**config.mk**
```make
export PLATFORM = sky130hd
export DESIGN_NAME = rand_stim_gen
export DESIGN_NICKNAME = d
export VERILOG_FILES = /design/src/rtl/rand_stim_gen.sv
export SDC_FILE = /design/constraint.sdc
export NUM_CORES = 1
export LEC_CHECK = 0
export CORE_ASPECT_RATIO = 1.75
export CORE_MARGIN = 2
export CORE_UTILIZATION = 30
export CTS_BUF_LIST = sky130_fd_sc_hd__clkbuf_8
export DETAILED_ROUTE_END_ITERATION = 7
export GPL_ROUTABILITY_DRIVEN = 0
export PLACE_DENSITY_LB_ADDON = 0.12
export REMOVE_ABC_BUFFERS = 1
export SLEW_MARGIN = 20
export SYNTH_ARGS = -nofsm -noshare
export SYNTH_HDL_FRONTEND = slang
export SYNTH_SLANG_ARGS = --single-unit
```
**constraint.sdc**
```tcl
create_clock -name clk_i -period 2.1 [get_ports clk_i]
set_input_delay 0.525 -clock clk_i [delete_from_list [all_inputs] [get_ports clk_i]]
set_output_delay 0.525 -clock clk_i [all_outputs]
set_load 0.05 [all_outputs]
```
**src/rtl/rand_stim_gen.sv**
```systemverilog
// Pseudo-random {addr, wr, en} burst generator with valid/ready backpressure.
// A Galois LFSR drives the payload; the same seed always replays the same burst.
module rand_stim_gen #(
  parameter int                ADDR_W  = 6,
  parameter int                NUM_TXN = 11,
  parameter int                LFSR_W  = 16,
  parameter logic [LFSR_W-1:0] TAPS    = 16'hB400,
  parameter logic [LFSR_W-1:0] SEED    = 16'hACE1,
  localparam int               CNT_W   = $clog2(NUM_TXN + 1)
) (
  input  logic              clk_i,
  input  logic              rst_i,
  input  logic              start_i,
  input  logic [1:0]        mode_i,
  input  logic              seed_ld_i,
  input  logic [LFSR_W-1:0] seed_i,
  output logic              out_valid_o,
  input  logic              out_ready_i,
  output logic [ADDR_W-1:0] addr_o,
  output logic              wr_o,
  output logic              en_o,
  output logic              busy_o,
  output logic              done_o,
  output logic [CNT_W-1:0]  txn_cnt_o
);

  typedef enum logic [1:0] {IDLE = 2'd0, RUN = 2'd1, DONE = 2'd2} state_t;

  state_t            state_q, state_d;
  logic [LFSR_W-1:0] lfsr_q, lfsr_d, lfsr_src;
  logic [ADDR_W-1:0] addr_q, addr_d, seq_q, seq_d, seq_sel;
  logic              wr_q, wr_d, en_q, en_d, vld_q, vld_d, do_load;
  logic [CNT_W-1:0]  cnt_q, cnt_d;
  logic [1:0]        mode_q, mode_d, mode_sel;

  function automatic logic [LFSR_W-1:0] lfsr_next(input logic [LFSR_W-1:0] s);
    return {1'b0, s[LFSR_W-1:1]} ^ (s[0] ? TAPS : '0);
  endfunction

  always_comb begin
    state_d  = state_q;
    lfsr_d   = lfsr_q;
    addr_d   = addr_q;
    wr_d     = wr_q;
    en_d     = en_q;
    vld_d    = vld_q;
    cnt_d    = cnt_q;
    seq_d    = seq_q;
    mode_d   = mode_q;
    lfsr_src = lfsr_q;
    mode_sel = mode_q;
    seq_sel  = seq_q;
    do_load  = 1'b0;

    case (state_q)
      IDLE, DONE: begin
        // Seed is applied before the start load so a combined request uses it.
        if (seed_ld_i) lfsr_src = (seed_i == '0) ? SEED : seed_i;
        lfsr_d = lfsr_src;
        if (start_i) begin
          state_d  = RUN;
          mode_d   = mode_i;
          mode_sel = mode_i;
          cnt_d    = '0;
          seq_sel  = '0;
          vld_d    = 1'b1;
          do_load  = 1'b1;
        end
      end
      RUN: begin
        if (vld_q && out_ready_i) begin
          cnt_d = cnt_q + CNT_W'(1);
          if (32'(cnt_q) + 32'd1 < 32'(NUM_TXN)) begin
            do_load = 1'b1;
          end else begin
            state_d = DONE;
            vld_d   = 1'b0;
          end
        end
      end
      default: state_d = IDLE;
    endcase

    if (do_load) begin
      lfsr_d = lfsr_next(lfsr_src);
      seq_d  = seq_sel + ADDR_W'(1);
      addr_d = (mode_sel == 2'b01) ? seq_sel : lfsr_src[ADDR_W-1:0];
      case (mode_sel)
        2'b10:   begin wr_d = 1'b1; en_d = 1'b1; end
        2'b11:   begin wr_d = 1'b0; en_d = 1'b1; end
        default: begin wr_d = lfsr_src[ADDR_W]; en_d = lfsr_src[ADDR_W+1]; end
      endcase
    end
  end

  always_ff @(posedge clk_i or posedge rst_i) begin
    if (rst_i) begin
      state_q <= IDLE;
      lfsr_q  <= SEED;
      addr_q  <= '0;
      wr_q    <= 1'b0;
      en_q    <= 1'b0;
      vld_q   <= 1'b0;
      cnt_q   <= '0;
      seq_q   <= '0;
      mode_q  <= 2'b00;
    end else begin
      state_q <= state_d;
      lfsr_q  <= lfsr_d;
      addr_q  <= addr_d;
      wr_q    <= wr_d;
      en_q    <= en_d;
      vld_q   <= vld_d;
      cnt_q   <= cnt_d;
      seq_q   <= seq_d;
      mode_q  <= mode_d;
    end
  end

  assign out_valid_o = vld_q;
  assign addr_o      = addr_q;
  assign wr_o        = wr_q;
  assign en_o        = en_q;
  assign busy_o      = (state_q == RUN);
  assign done_o      = (state_q == DONE);
  assign txn_cnt_o   = cnt_q;

endmodule

```
---- Yosys cells after proc, flatten, opt, wreduce, memory -nomap -nowiden ----
Index checks and enable logic that the tools add are counted.
word-level totals
  flip-flop bits (word level) ............. 39
  output and inout bits ................... 15
  word-level logic and storage cells ...... 58
operators by class
  $add $sub $neg .......................... 3
  magnitude comparators ................... 1
  eq/ne operators ......................... 8
  muxes and demuxes ....................... 27
  bitwise gates (word level) .............. 1
  reductions and logical operators ........ 9
operator list
  cell                 count
  $mux 16              5
  $mux 6               3
  $logic_not 16->1     1
  $xor 15x16->16       1
  $mux 2               5
  $mux 4               2
  $pmux 4 s2           1
  $mux 1               7
  $add 6x1->6 const B  1
  $eq 2x2->1 const B   3
  $pmux 1 s2           3
  $reduce_and 3->1     2
  $add 4x1->5 const B  1
  $lt 5x4->1 const B   1
  $add 4x1->4 const B  1
  $eq 2x1->1 const B   2
  $ne 2x2->1 const B   2
  $pmux 2 s2           1
  $reduce_and 4->1     1
  $reduce_or 2->1      2
  $logic_not 2->1      1
  $ne 2x1->1 const B   1
  $reduce_bool 2->1    1
  $logic_and 1x1->1    1

---- Logic depth before layout (Yosys ltp) ----
Gate-level depths: netlist of run 1.
  depth after elaboration ................. 7
  depth in mapped cells ................... 9

---- Worst setup path before layout of run 1 ----
No wires, ideal clock.
  path kind ............................... flip-flop to flip-flop
  start ................................... reg cnt_q[1] (netlist: txn_cnt_o[1])
  end ..................................... reg wr_q (netlist: wr_o)
  library setup time ...................... 0.125 ns
  data arrival time ....................... 2.352 ns
  data required time ...................... 1.975 ns
  setup slack ............................. -0.376 ns
  stages on the path, launching flop included .. 7
  path buffers ............................ 1
  cell sequence ........................... dfrtp_1 > ha_1 > o21ba_2 > o31a_1 > o31ai_4 > buf_4 > mux2_2
on the way
  longest elaborated chain between the ends .. 5
RTL lines
  element                 RTL line  text
  start, declared         33        logic [CNT_W-1:0] cnt_q, cnt_d;
  start signal, assigned  114       cnt_q <= cnt_d;
  $add 4x1->5             73        if (32'(cnt_q) + 32'd1 < 32'(NUM_TXN)) begin
  $lt 5x4->1              73
  $mux 1                  73
  $mux 1                  71        if (vld_q && out_ready_i) begin
  $pmux 1 s2              55        case (state_q)
  end signal, assigned    111       wr_q <= wr_d;
  end, declared           32        logic wr_q, wr_d, en_q, en_d, vld_q, vld_d, do_load;
Every way passes these cells.
A chain may end at the register's enable or synchronous reset.

---- Worst setup path after layout of run 1 ----
  start ................................... reg cnt_q[0] (netlist: txn_cnt_o[0])
  end ..................................... reg lfsr_q[8]
on the way
  longest elaborated chain between the ends .. 6
RTL lines
  element               RTL line  text
  $add 4x1->5           73
  $lt 5x4->1            73
  $mux 1                73
  $mux 1                71
  $pmux 1 s2            55
  $mux 16               84        if (do_load) begin
  via lfsr_d[8]         30        logic [LFSR_W-1:0] lfsr_q, lfsr_d, lfsr_src;
  end signal, assigned  109       lfsr_q <= lfsr_d;
  end, declared         30
The timed path passes the listed nets, and every way through them passes these cells.

==> results of run 1 <==
==> registers in the layout, indices dropped and copies added, names as in the netlist <==
register and count:
txn_cnt_o 4, lfsr_q 16, mode_q 2, seq_q 6, state_q 2, addr_o 6, wr_o 1, en_o 1
out_valid_o 1
==> final cells by class <==
cell class                 count  area [um^2]  area share
multi-input combinational    160         1162      0.3555
sequential                    39        985.9      0.3016
timing repair buffer          99        889.6      0.2721
tap                           84        105.1     0.03215
clock buffer                   7        96.34     0.02947
inverter                       6        22.52    0.006889
clock inverter                 1        7.507    0.002296
==> power by group <==
group	switching (mW)	internal, mW	leakage, nW
clock	0.283	0.299	0.0505
sequential	0.252	1.15	0.463
combinational	1.50	1.36	0.995
==> metal layers <==
| layer | vias up | part of all wire | track usage | wire length [um] |
|---|---|---|---|---|
| li1 | 968 | - | - | - |
| met1 | 967 | 0.35 | 0.1611 | 2192 |
| met2 | 36 | 0.57 | 0.3412 | 3550 |
| met3 | 13 | 0.037 | 0.03786 | 228 |
| met4 | 0 | 0.033 | 0.08844 | 205 |
| met5 | - | 0 | 0 | 0 |
==> path summary, 6_finish.rpt <==
path / from / endpoint / slack, ps / cells past startpoint
min in group asynchronous: rst_i / wr_o$_DFFE_PP0P_ / 580 / 3
worst min-delay path: seq_q[5]$_DFFE_PP0P_ / seq_q[5]$_DFFE_PP0P_ / 480 / 1
worst max-delay path: txn_cnt_o[0]$_DFFE_PP0P_ / lfsr_q[8]$_DFF_PP0_ / -70 / 6
worst max register to register: txn_cnt_o[0]$_DFFE_PP0P_ / lfsr_q[8]$_DFF_PP0_ / -70 / 6
worst min register to register: seq_q[5]$_DFFE_PP0P_ / seq_q[5]$_DFFE_PP0P_ / 480 / 1
max in group asynchronous: rst_i / lfsr_q[15]$_DFF_PP1_ / 1250 / 3
==> worst max-delay path: cells and delay by family, from the launching register on <==
kind | cells | cell delay [ps]
DFF | 1 | 390
adders and majority gates | 1 | 310
muxes | 1 | 480
buffers and inverters | 1 | 150
AOI/OAI and AO/OA | 3 | 720
==> through the flow <==
step / total power [mW] / hold WS, ps / utilization
floorplan: 2.901 / 436.7 / -
global placement: 4.022 / 456.1 / 0.4403
detailed placement: 4.047 / 472.8 / 0.4403
CTS: 4.827 / 482.5 / 0.4684
global route: 5.190 / 509.3 / 0.4768
finish: 4.837 / 476.0 / 0.4768
==> cells by family after synthesis <==
kind of cell             count (synthesis)  share of synthesized area
AO/OA/AOI/OAI                           52                     0.1735
XOR/XNOR                                 8                    0.03283
flip-flops                              39                     0.4619
adder cells (fa/ha/maj)                  2                    0.01172
buffers and inverters                   17                    0.03810
multiplexers                            20                     0.1014
AND/OR/NAND/NOR                         78                     0.1805
==> synthesized netlist by cell type (all sizes together) <==
library cell,count,area share
a211oi,2,0.0070
a21oi,4,0.0094
a221oi,2,0.0082
a2bb2oi,1,0.0041
a311oi,1,0.0041
a31oi,6,0.018
and2,2,0.0059
and3,1,0.0029
buf,5,0.017
clkbuf,6,0.011
dfrtp,31,0.36
dfstp,8,0.098
ha,2,0.012
inv,6,0.011
mux2,3,0.016
mux2i,16,0.075
mux4,1,0.011
nand2,25,0.044
nand2b,6,0.018
nand3,4,0.012
nand4,1,0.0029
nor2,17,0.030
nor2b,4,0.012
nor3,10,0.023
nor3b,1,0.0035
nor4,2,0.0059
o21a,1,0.0035
o21ai,18,0.042
o21ba,1,0.0047
o22a,1,0.0041
o22ai,7,0.021
o2bb2ai,2,0.0082
o311ai,1,0.0041
o31a,2,0.0088
o31ai,1,0.010
o41ai,2,0.017
or4,4,0.016
or4bb,1,0.0053
xnor2,6,0.025
xor2,2,0.0082
==> repair_timing <==
action                                  CTS  global route
endpoints found under the setup margin   21            23
buffers inserted                          2             0
pin swaps                                 6             9
gates cloned                              1             0
gates resized for setup                  28            18
==> metrics, run 1 <==
warnings from Yosys=0; Synth Register Bits=39; largest net degree at the start of global routing=40; Fill cells=671; IO Port Bufs=37; Clock Pin Slew Worst Setup and Hold Paths=80 ps; Final Instance Area=3269 um^2; Cells after DPL=385; Iter 0 DRT Violations=73; Final Max Tran Viols=0; chip width=67.77 um; worst stage delay on the critical path=480 ps; Initial Util=0.3113; setup ws final=-69.15 ps; fin nets=336; antenna violations before repair=0; clock root buffer=clkbuf_8; CTS H-tree depth=2; Worst VDD drop=738.6 uV; vias per cell=5.010; CP required=2280 ps; PD cells=1479 nW/um^2; Hold-fix buffers, CTS=0; slew margin rel.=0.6581; Max-Cap Viols=0; outcome=complete, but fails checks; CTS max path bufs=2; static leakage=1.509 nW; failing checks=setup timing; clock sink count=39; Netlist cell types=47; Routed WL per cell=15.60 um; IO Pins=38; Antenna Nets Post-Route=0; final worst-path cycle share=1.033; vias in the first global route=2185; fmax=461.0 MHz; total CTS buffers=5; kind of critical path=reg2reg; total track usage=0.1754; detailed placement HPWL=4.671 mm; cell area after synthesis=2135 um^2; Setup WS pre-CTS=-588.3 ps; CP startpoint kind=flop; Diodes inserted=0; slowest CP cell=mux4_2; Worst-Skew Late Latency=300 ps; area grow syn2layout=53.17%; Die Span Y=115.6 um; Final Hold Vio Count=0; overall die area=7833 um^2; Setup TNS Final=-169.2 ps; Placed Area=3019 um^2; total congestion overflow=0; drt drc=0; Vias=1984; critical-path cell list=ha_1, o21ba_2, o31a_1, o31ai_4, buf_6, mux4_2; layout cells sized above 1=0.3654; drt first pass iters=4; leading cell types in the layout, fill and taps excluded=buf_4, dfrtp_1, nand2_1, nor2_1, o21ai_0; TritonCTS clock tree=done; CP Max Fanout=4; crit path DAT=2350 ps; first-pass GRT wire length=10.12 mm; Post-Synthesis Cells=216; core area=6857 um^2; final WL=6.177 mm; endpoints failing setup=7; Worst Skew=6.993 ps; most common cell after layout, fill and taps aside=buf_4; min cycle time layout=2169 ps; mean post-synth cell area=9.882 um^2; std cell rows=40; non-filler cells, final=396; Worst Max-Slew Pin Slew=511.3 ps; CP Capture Type=flop; unrepaired setup endpoints after global routing=true; sequential area share after synthesis=0.4619; HP Class=reg2reg
No activity file was read; power rests on OpenSTA's default activity.
==> inputs of run 2 (changes only) <==
CAP_MARGIN = 20   (was unset)
CTS_CLUSTER_SIZE = 16   (was unset)
==> results of run 2 <==
No change in the layout: final DEF, timing and power equal those of run 1.
